<file path="config.mk">
export PLATFORM = sky130hd
export DESIGN_NAME = bin2bcd_seq_flat
export DESIGN_NICKNAME = d
export VERILOG_FILES = /design/src/rtl/bin2bcd_if.sv /design/src/rtl/bin2bcd_seq.sv /design/src/flat_wrapper.sv
export SDC_FILE = /design/constraint.sdc
export NUM_CORES = 1
export LEC_CHECK = 0
export ABC_CLOCK_PERIOD_IN_PS = 4700
export CAP_MARGIN = 0
export CORE_ASPECT_RATIO = 2
export CORE_MARGIN = 2
export CORE_UTILIZATION = 25
export CTS_BUF_LIST = sky130_fd_sc_hd__clkbuf_4
export DETAILED_ROUTE_END_ITERATION = 10
export GPL_TIMING_DRIVEN = 0
export HOLD_SLACK_MARGIN = 0.08
export PLACE_DENSITY = 0.42
export SYNTH_ARGS = -nofsm -noshare
export SYNTH_HDL_FRONTEND = slang
export SYNTH_SLANG_ARGS = --single-unit
</file>
<file path="constraint.sdc">
create_clock -name clk -period 4.7 [get_ports clk]
set_clock_uncertainty 0.2 [all_clocks]
set_input_delay 0.47 -clock clk [delete_from_list [all_inputs] [get_ports clk]]
set_output_delay 0.47 -clock clk [all_outputs]
set_load 0.02 [all_outputs]
</file>
<file path="src/rtl/bin2bcd_if.sv">
// bin2bcd_if -- request/result bundle for the sequential binary-to-BCD converter.
//
// Signals:
//   start     master -> slave  request a conversion of bin
//   bin       master -> slave  32-bit unsigned operand
//   busy      slave -> master  conversion in progress
//   done      slave -> master  one-cycle completion pulse
//   bcd       slave -> master  packed 8-digit BCD result (held)
//   ovf       slave -> master  operand exceeded 99,999,999 (held with bcd)
//   dbg_state slave -> master  current FSM state, for observation only
//
// Handshake: a request is accepted on a rising edge where start=1 and the
// converter is idle (busy=0); bin is sampled on that same edge only. start
// while busy=1 is dropped, not queued. Completion is the single-cycle done
// pulse, and bcd/ovf change only on the edge that raises done. The done cycle
// is already idle, so a new start there is accepted.
interface bin2bcd_if;
  logic        start;
  logic [31:0] bin;
  logic        busy;
  logic        done;
  logic [31:0] bcd;
  logic        ovf;
  logic        dbg_state;

  modport master (
    output start, bin,
    input  busy, done, bcd, ovf, dbg_state
  );

  modport slave (
    input  start, bin,
    output busy, done, bcd, ovf, dbg_state
  );
endinterface

</file>
<file path="src/rtl/bin2bcd_seq.sv">
// bin2bcd_seq -- sequential 32-bit binary to 8-digit packed-BCD converter
// using shift-and-add-3, one operand bit per clock (32 clocks per result).
//
// Ports:
//   clk    rising-edge system clock
//   reset  synchronous, active-high reset
//   bus    bin2bcd_if.slave: start/bin in; busy/done/bcd/ovf/dbg_state out
//
// Build option:
//   BIN2BCD_SATURATE_EN  when defined, overflowing operands report
//                        bcd = 32'h99999999; otherwise bcd carries the
//                        low 8 decimal digits. ovf is set either way.
module bin2bcd_seq (
  input  logic        clk,
  input  logic        reset,
  bin2bcd_if.slave    bus
);

  localparam logic [0:0] IDLE  = 1'b0;
  localparam logic [0:0] SHIFT = 1'b1;

  logic [0:0]  state_q, state_d;
  logic [31:0] sr_q, sr_d;
  logic [39:0] acc_q, acc_d;   // 10 BCD digits: enough for 4,294,967,295
  logic [4:0]  cnt_q, cnt_d;
  logic        busy_q, busy_d;
  logic        done_q, done_d;
  logic [31:0] bcd_q, bcd_d;
  logic        ovf_q, ovf_d;

  logic [39:0] acc_adj;
  logic [39:0] acc_shift;
  logic        ovf_now;

  always_comb begin
    // Any digit >= 5 would become >= 10 when doubled; adding 3 first makes
    // the doubling carry into the next digit instead.
    acc_adj = acc_q;
    for (int i = 0; i < 10; i++) begin
      if (acc_q[i*4 +: 4] >= 4'd5) begin
        acc_adj[i*4 +: 4] = acc_q[i*4 +: 4] + 4'd3;
      end
    end
    acc_shift = {acc_adj[38:0], sr_q[31]};
    ovf_now   = |acc_shift[39:32];
  end

  always_comb begin
    state_d = state_q;
    sr_d    = sr_q;
    acc_d   = acc_q;
    cnt_d   = cnt_q;
    busy_d  = busy_q;
    done_d  = 1'b0;
    bcd_d   = bcd_q;
    ovf_d   = ovf_q;

    case (state_q)
      IDLE: begin
        if (bus.start) begin
          state_d = SHIFT;
          sr_d    = bus.bin;
          acc_d   = '0;
          cnt_d   = '0;
          busy_d  = 1'b1;
        end
      end
      SHIFT: begin
        acc_d = acc_shift;
        sr_d  = {sr_q[30:0], 1'b0};
        cnt_d = cnt_q + 5'd1;
        // Last bit: the shifted value is final, publish it directly.
        if (cnt_q == 5'd31) begin
          state_d = IDLE;
          busy_d  = 1'b0;
          done_d  = 1'b1;
          ovf_d   = ovf_now;
`ifdef BIN2BCD_SATURATE_EN
          bcd_d   = ovf_now ? 32'h9999_9999 : acc_shift[31:0];
`else
          bcd_d   = acc_shift[31:0];
`endif
        end
      end
    endcase
  end

  always_ff @(posedge clk) begin
    if (reset) begin
      state_q <= IDLE;
      sr_q    <= '0;
      acc_q   <= '0;
      cnt_q   <= '0;
      busy_q  <= 1'b0;
      done_q  <= 1'b0;
      bcd_q   <= '0;
      ovf_q   <= 1'b0;
    end else begin
      state_q <= state_d;
      sr_q    <= sr_d;
      acc_q   <= acc_d;
      cnt_q   <= cnt_d;
      busy_q  <= busy_d;
      done_q  <= done_d;
      bcd_q   <= bcd_d;
      ovf_q   <= ovf_d;
    end
  end

  assign bus.busy      = busy_q;
  assign bus.done      = done_q;
  assign bus.bcd       = bcd_q;
  assign bus.ovf       = ovf_q;
  assign bus.dbg_state = state_q;

endmodule

</file>
<file path="src/flat_wrapper.sv">
// flat-port wrapper written by rule: the top's interface ports become plain ports
module bin2bcd_seq_flat 
  (clk, reset, bus_start, bus_bin, bus_busy, bus_done, bus_bcd, bus_ovf, bus_dbg_state);
  bin2bcd_if bus_i ();
  input  logic clk;
  input  logic reset;
  input wire logic [$bits(bus_i.start)-1:0] bus_start;
  input wire logic [$bits(bus_i.bin)-1:0] bus_bin;
  output wire logic [$bits(bus_i.busy)-1:0] bus_busy;
  output wire logic [$bits(bus_i.done)-1:0] bus_done;
  output wire logic [$bits(bus_i.bcd)-1:0] bus_bcd;
  output wire logic [$bits(bus_i.ovf)-1:0] bus_ovf;
  output wire logic [$bits(bus_i.dbg_state)-1:0] bus_dbg_state;
  assign bus_i.start = bus_start;
  assign bus_i.bin = bus_bin;
  assign bus_busy = bus_i.busy;
  assign bus_done = bus_i.done;
  assign bus_bcd = bus_i.bcd;
  assign bus_ovf = bus_i.ovf;
  assign bus_dbg_state = bus_i.dbg_state;
  bin2bcd_seq u_core (.clk(clk), .reset(reset), .bus(bus_i));
endmodule
</file>
==> key figures <==
Status
  – Status: completed

Clock network
  – CTS H-Tree Depth: 4
  – Clock-pin slew on the worst setup and hold paths: 0.10 ns
  – CTS Buf Count: 17
  – Cts hold-fix bufs: 0
  – Clock Tree Root: clkbuf_4
  – PostCTS Resize Cnt: 0
  – Clock Latency Late Sink: ~0.53 ns
  – Clock Sink Count: between 100 and 150
  – Clock Path Buffers: 2
  – CTS tree: done
  – Post-CTS Setup Inserts: 0

Worst setup path
  – Worst setup path end: u_core.bus.ovf$_SDFFE_PP0P_
  – Critical path data arrival time: 2.60 ns
  – Highest fanout seen on the critical path: 10
  – Setup CP Type: flop to flop
  – Worst Setup SP: u_core.cnt_q[0]$_SDFFE_PP0P_
  – R2R setup slack: about 2.4 ns
  – Startpoint Class: flop
  – RR Startpoint: u_core.cnt_q[0]$_SDFFE_PP0P_
  – Worst Reg-to-Reg Cells: 7
  – Worst reg2reg endpoint: u_core.bus.ovf$_SDFFE_PP0P_
  – Setup crit end kind: flop
  – WP data required: between 4 and 5 ns

Placement
  – Dpl cell area: ~0.0064 mm²
  – Detailed-placement wirelength estimate: ~12000 µm
  – Placer Congestion: a little over 0.8
  – PortBufs: 69

STA
  – Peak Freq: roughly 430 MHz
  – Endpoints failing setup: 0
  – Crit share post-route: about 50%
  – Final min period: approximately 2.3 ns
  – Final hold violation count: 0
  – Worst-margin pin slew: between 0.7 and 0.8 ns
  – Pins Over Slew Limit: 0
  – RSZ-0062 raised after global routing: false
  – Relative slew slack: 49.95%
  – Total negative slack: 0 ns

Flow run
  – Max_cap viols: 0

Synthesis
  – Seq cells post-synth: ~110
  – Mapped Cells: 624
  – Ys flop type: dfxtp_1
  – Synth warnings: 0
  – Yosys cell types: 36
  – Average cell area after synthesis: approximately 8.5 µm²
  – Post-synth EDFFs: 0
  – Sequential area share after synthesis: 42.40%
  – Cell taking the most area after synthesis: dfxtp_1
  – Area contributors post-synth: dfxtp_1, a21oi_1, mux2i_1, nor2_1, ha_1
  – Synth top area share: 42.40%
  – Most frequent cell after synthesis: dfxtp_1
  – Synth Cell Area: approximately 0.0053 mm²
  – Synthesized net count: between 600 and 700
  – Post-synth top cells: dfxtp_1, a21oi_1, nor2_1
  – Async SR Flop Fraction: 0%

Pwr
  – Total power: ~0.0019 W
  – Power Dens Cells: 286.9 mW/mm²
  – Peak supply drop: a little over 0.0001 V
  – Leakage: 2.500 nW

Final layout
  – Reg area: about 0.0023 mm²
  – Final non-filler cell area: between 0.006 and 0.007 mm²
  – Final net count: around 770
  – Final Util: about a third
  – Multi-input gate area: around 0.0028 mm²
  – Fraction of layout cells with a size suffix above 1: ~8.9%
  – Synth-to-Final Area Change: 24.44%
  – FILL cells: between 2000 and 2500

Floorplanning
  – Starting Density: between 20% and 30%
  – Core area: 0.02093 mm²
  – Ports: 71
  – Die Area: between 0.02 and 0.025 mm²
  – Die width: ~110 µm
  – Std-Cell Rows: 75
  – Die height: ~210 µm

Route
  – Vias per inst: ~4.7
  – Vias: roughly 4600
  – Post-route ant nets: 0
  – DRT Pass-1 Iters: 5
  – Routed WL per cell: ~16 µm
  – Starting DRT DRC Count: between 100 and 150
  – # DRC: 0
  – Final wirelength: approximately 16000 µm

Global routing
  – First-pass GRT wire length: between 20000 and 25000 µm
  – Total global routing overflow: 0
  – Initial antenna violation count: 1
  – GRT Overall Usage: 14.34%
  – Largest net degree at the start of global routing: 17
  – Vias in the first global route: ~4700

Hold path
  – HP Class: flop to flop
-- worst min-delay path by stage --
| stage | start | end | slack, ns | depth (start not counted) |
|---|---|---|---|---|
| after floorplan | u_core.sr_q[9]$_SDFFE_PP0P_ | u_core.sr_q[10]$_SDFFE_PP0P_ | 0.25 | 2 |
| after global placement | u_core.bus.bcd[19]$_SDFFE_PP0P_ | u_core.bus.bcd[19]$_SDFFE_PP0P_ | 0.24 | 2 |
| after detailed placement | u_core.bus.bcd[23]$_SDFFE_PP0P_ | u_core.bus.bcd[23]$_SDFFE_PP0P_ | 0.24 | 2 |
| after CTS | reset | u_core.acc_q[7]$_SDFFE_PP0P_ | 0.24 | 3 |
| after global routing | reset | u_core.bus.bcd[13]$_SDFFE_PP0P_ | 0.26 | 3 |
| final | u_core.bus.bcd[19]$_SDFFE_PP0P_ | u_core.bus.bcd[19]$_SDFFE_PP0P_ | 0.25 | 2 |
-- worst max-delay path, cell delays in order, from the launching register on --
cell,delay [ns]
dfxtp_1,0.35
ha_1,0.23
and3_1,0.19
ha_1,0.21
a21oi_2,0.48
buf_2,0.39
a21oi_1,0.11
a21oi_1,0.12
-- routing by layer --
layer	vias up	track usage, %	routed length, µm
met2	85	28.63	8900
met5	-	0	0
met4	0	6.180	304
met3	19	2.536	463
met1	2188	13.78	5870
li1	2329	-	-
-- cells by family (layout without fill, tap and decap cells) --
logic type	Yosys count	in the layout	synth area share, %
AO/OA/AOI/OAI	167	167	17.52
XOR/XNOR	11	11	1.806
adder cells (fa/ha/maj)	22	22	5.159
buffers and inverters	61	160	5.863
flip-flops	113	113	42.40
multiplexers	41	41	7.692
other	0	1	0
AND/OR/NAND/NOR	209	209	19.56
-- power by group --
part / leakage [nW] / total [W] / switching [W] / internal, W
combinational: 1.44 / 0.000176 / 0.000104 / 0.0000721
clock: 0.146 / 0.000740 / 0.000386 / 0.000354
sequential: 0.916 / 0.000988 / 0.0000112 / 0.000976
-- state kept, by name (all words and copies together) (netlist names) --
register	count
u_core.sr_q	32
u_core.bus.done	1
u_core.bus.ovf	1
u_core.acc_q	40
u_core.cnt_q	5
u_core.bus.busy	1
u_core.bus.dbg_state	1
u_core.bus.bcd	32
-- layout by cell type, fill, tap and decap left out, types with 2 or more instances in the layout --
cell and n:
buf_2 22, nor3b_1 34, and2_1 2, or3b_1 2, inv_1 20, clkinv_2 6, nand2b_1 19, a22o_1 16
o21ai_0 20, nor3_1 14, buf_4 5, dfxtp_1 113, ha_1 22, nand3_1 10, bufinv_16 3, clkbuf_1 8
clkinvlp_4 3, a22oi_1 2, a32oi_1 2, a21o_1 2, or3_1 7, xnor2_1 11, buf_6 4, nor2b_1 3
nand2_1 20, a21oi_1 101, o21ai_1 18, clkdlybuf4s50_1 69, clkbuf_4 17, mux2i_1 41, nor2_1 94, a21oi_2 3
-- cell type report --
class	count	area share, %
clock buffer	17	1.922
clock inverter	13	2.205
tap	269	5.070
antenna	1	0.03769
buffer	40	3.411
timing repair buffer	69	10.40
inverter	21	1.300
multi-input combinational	450	41.58
sequential	113	34.07
-- per-stage QoR --
stage | cells | worst slack, ns | hold slack (ns)
finish | 993 | 2.361 | 0.2492
global route | 993 | 2.201 | 0.2621
CTS | 992 | 2.274 | 0.2449
detailed placement | 962 | 2.156 | 0.2420
global placement | 962 | 2.159 | 0.2400
floorplan | 624 | 2.844 | 0.2537
Power figures use the tool's default switching activity.
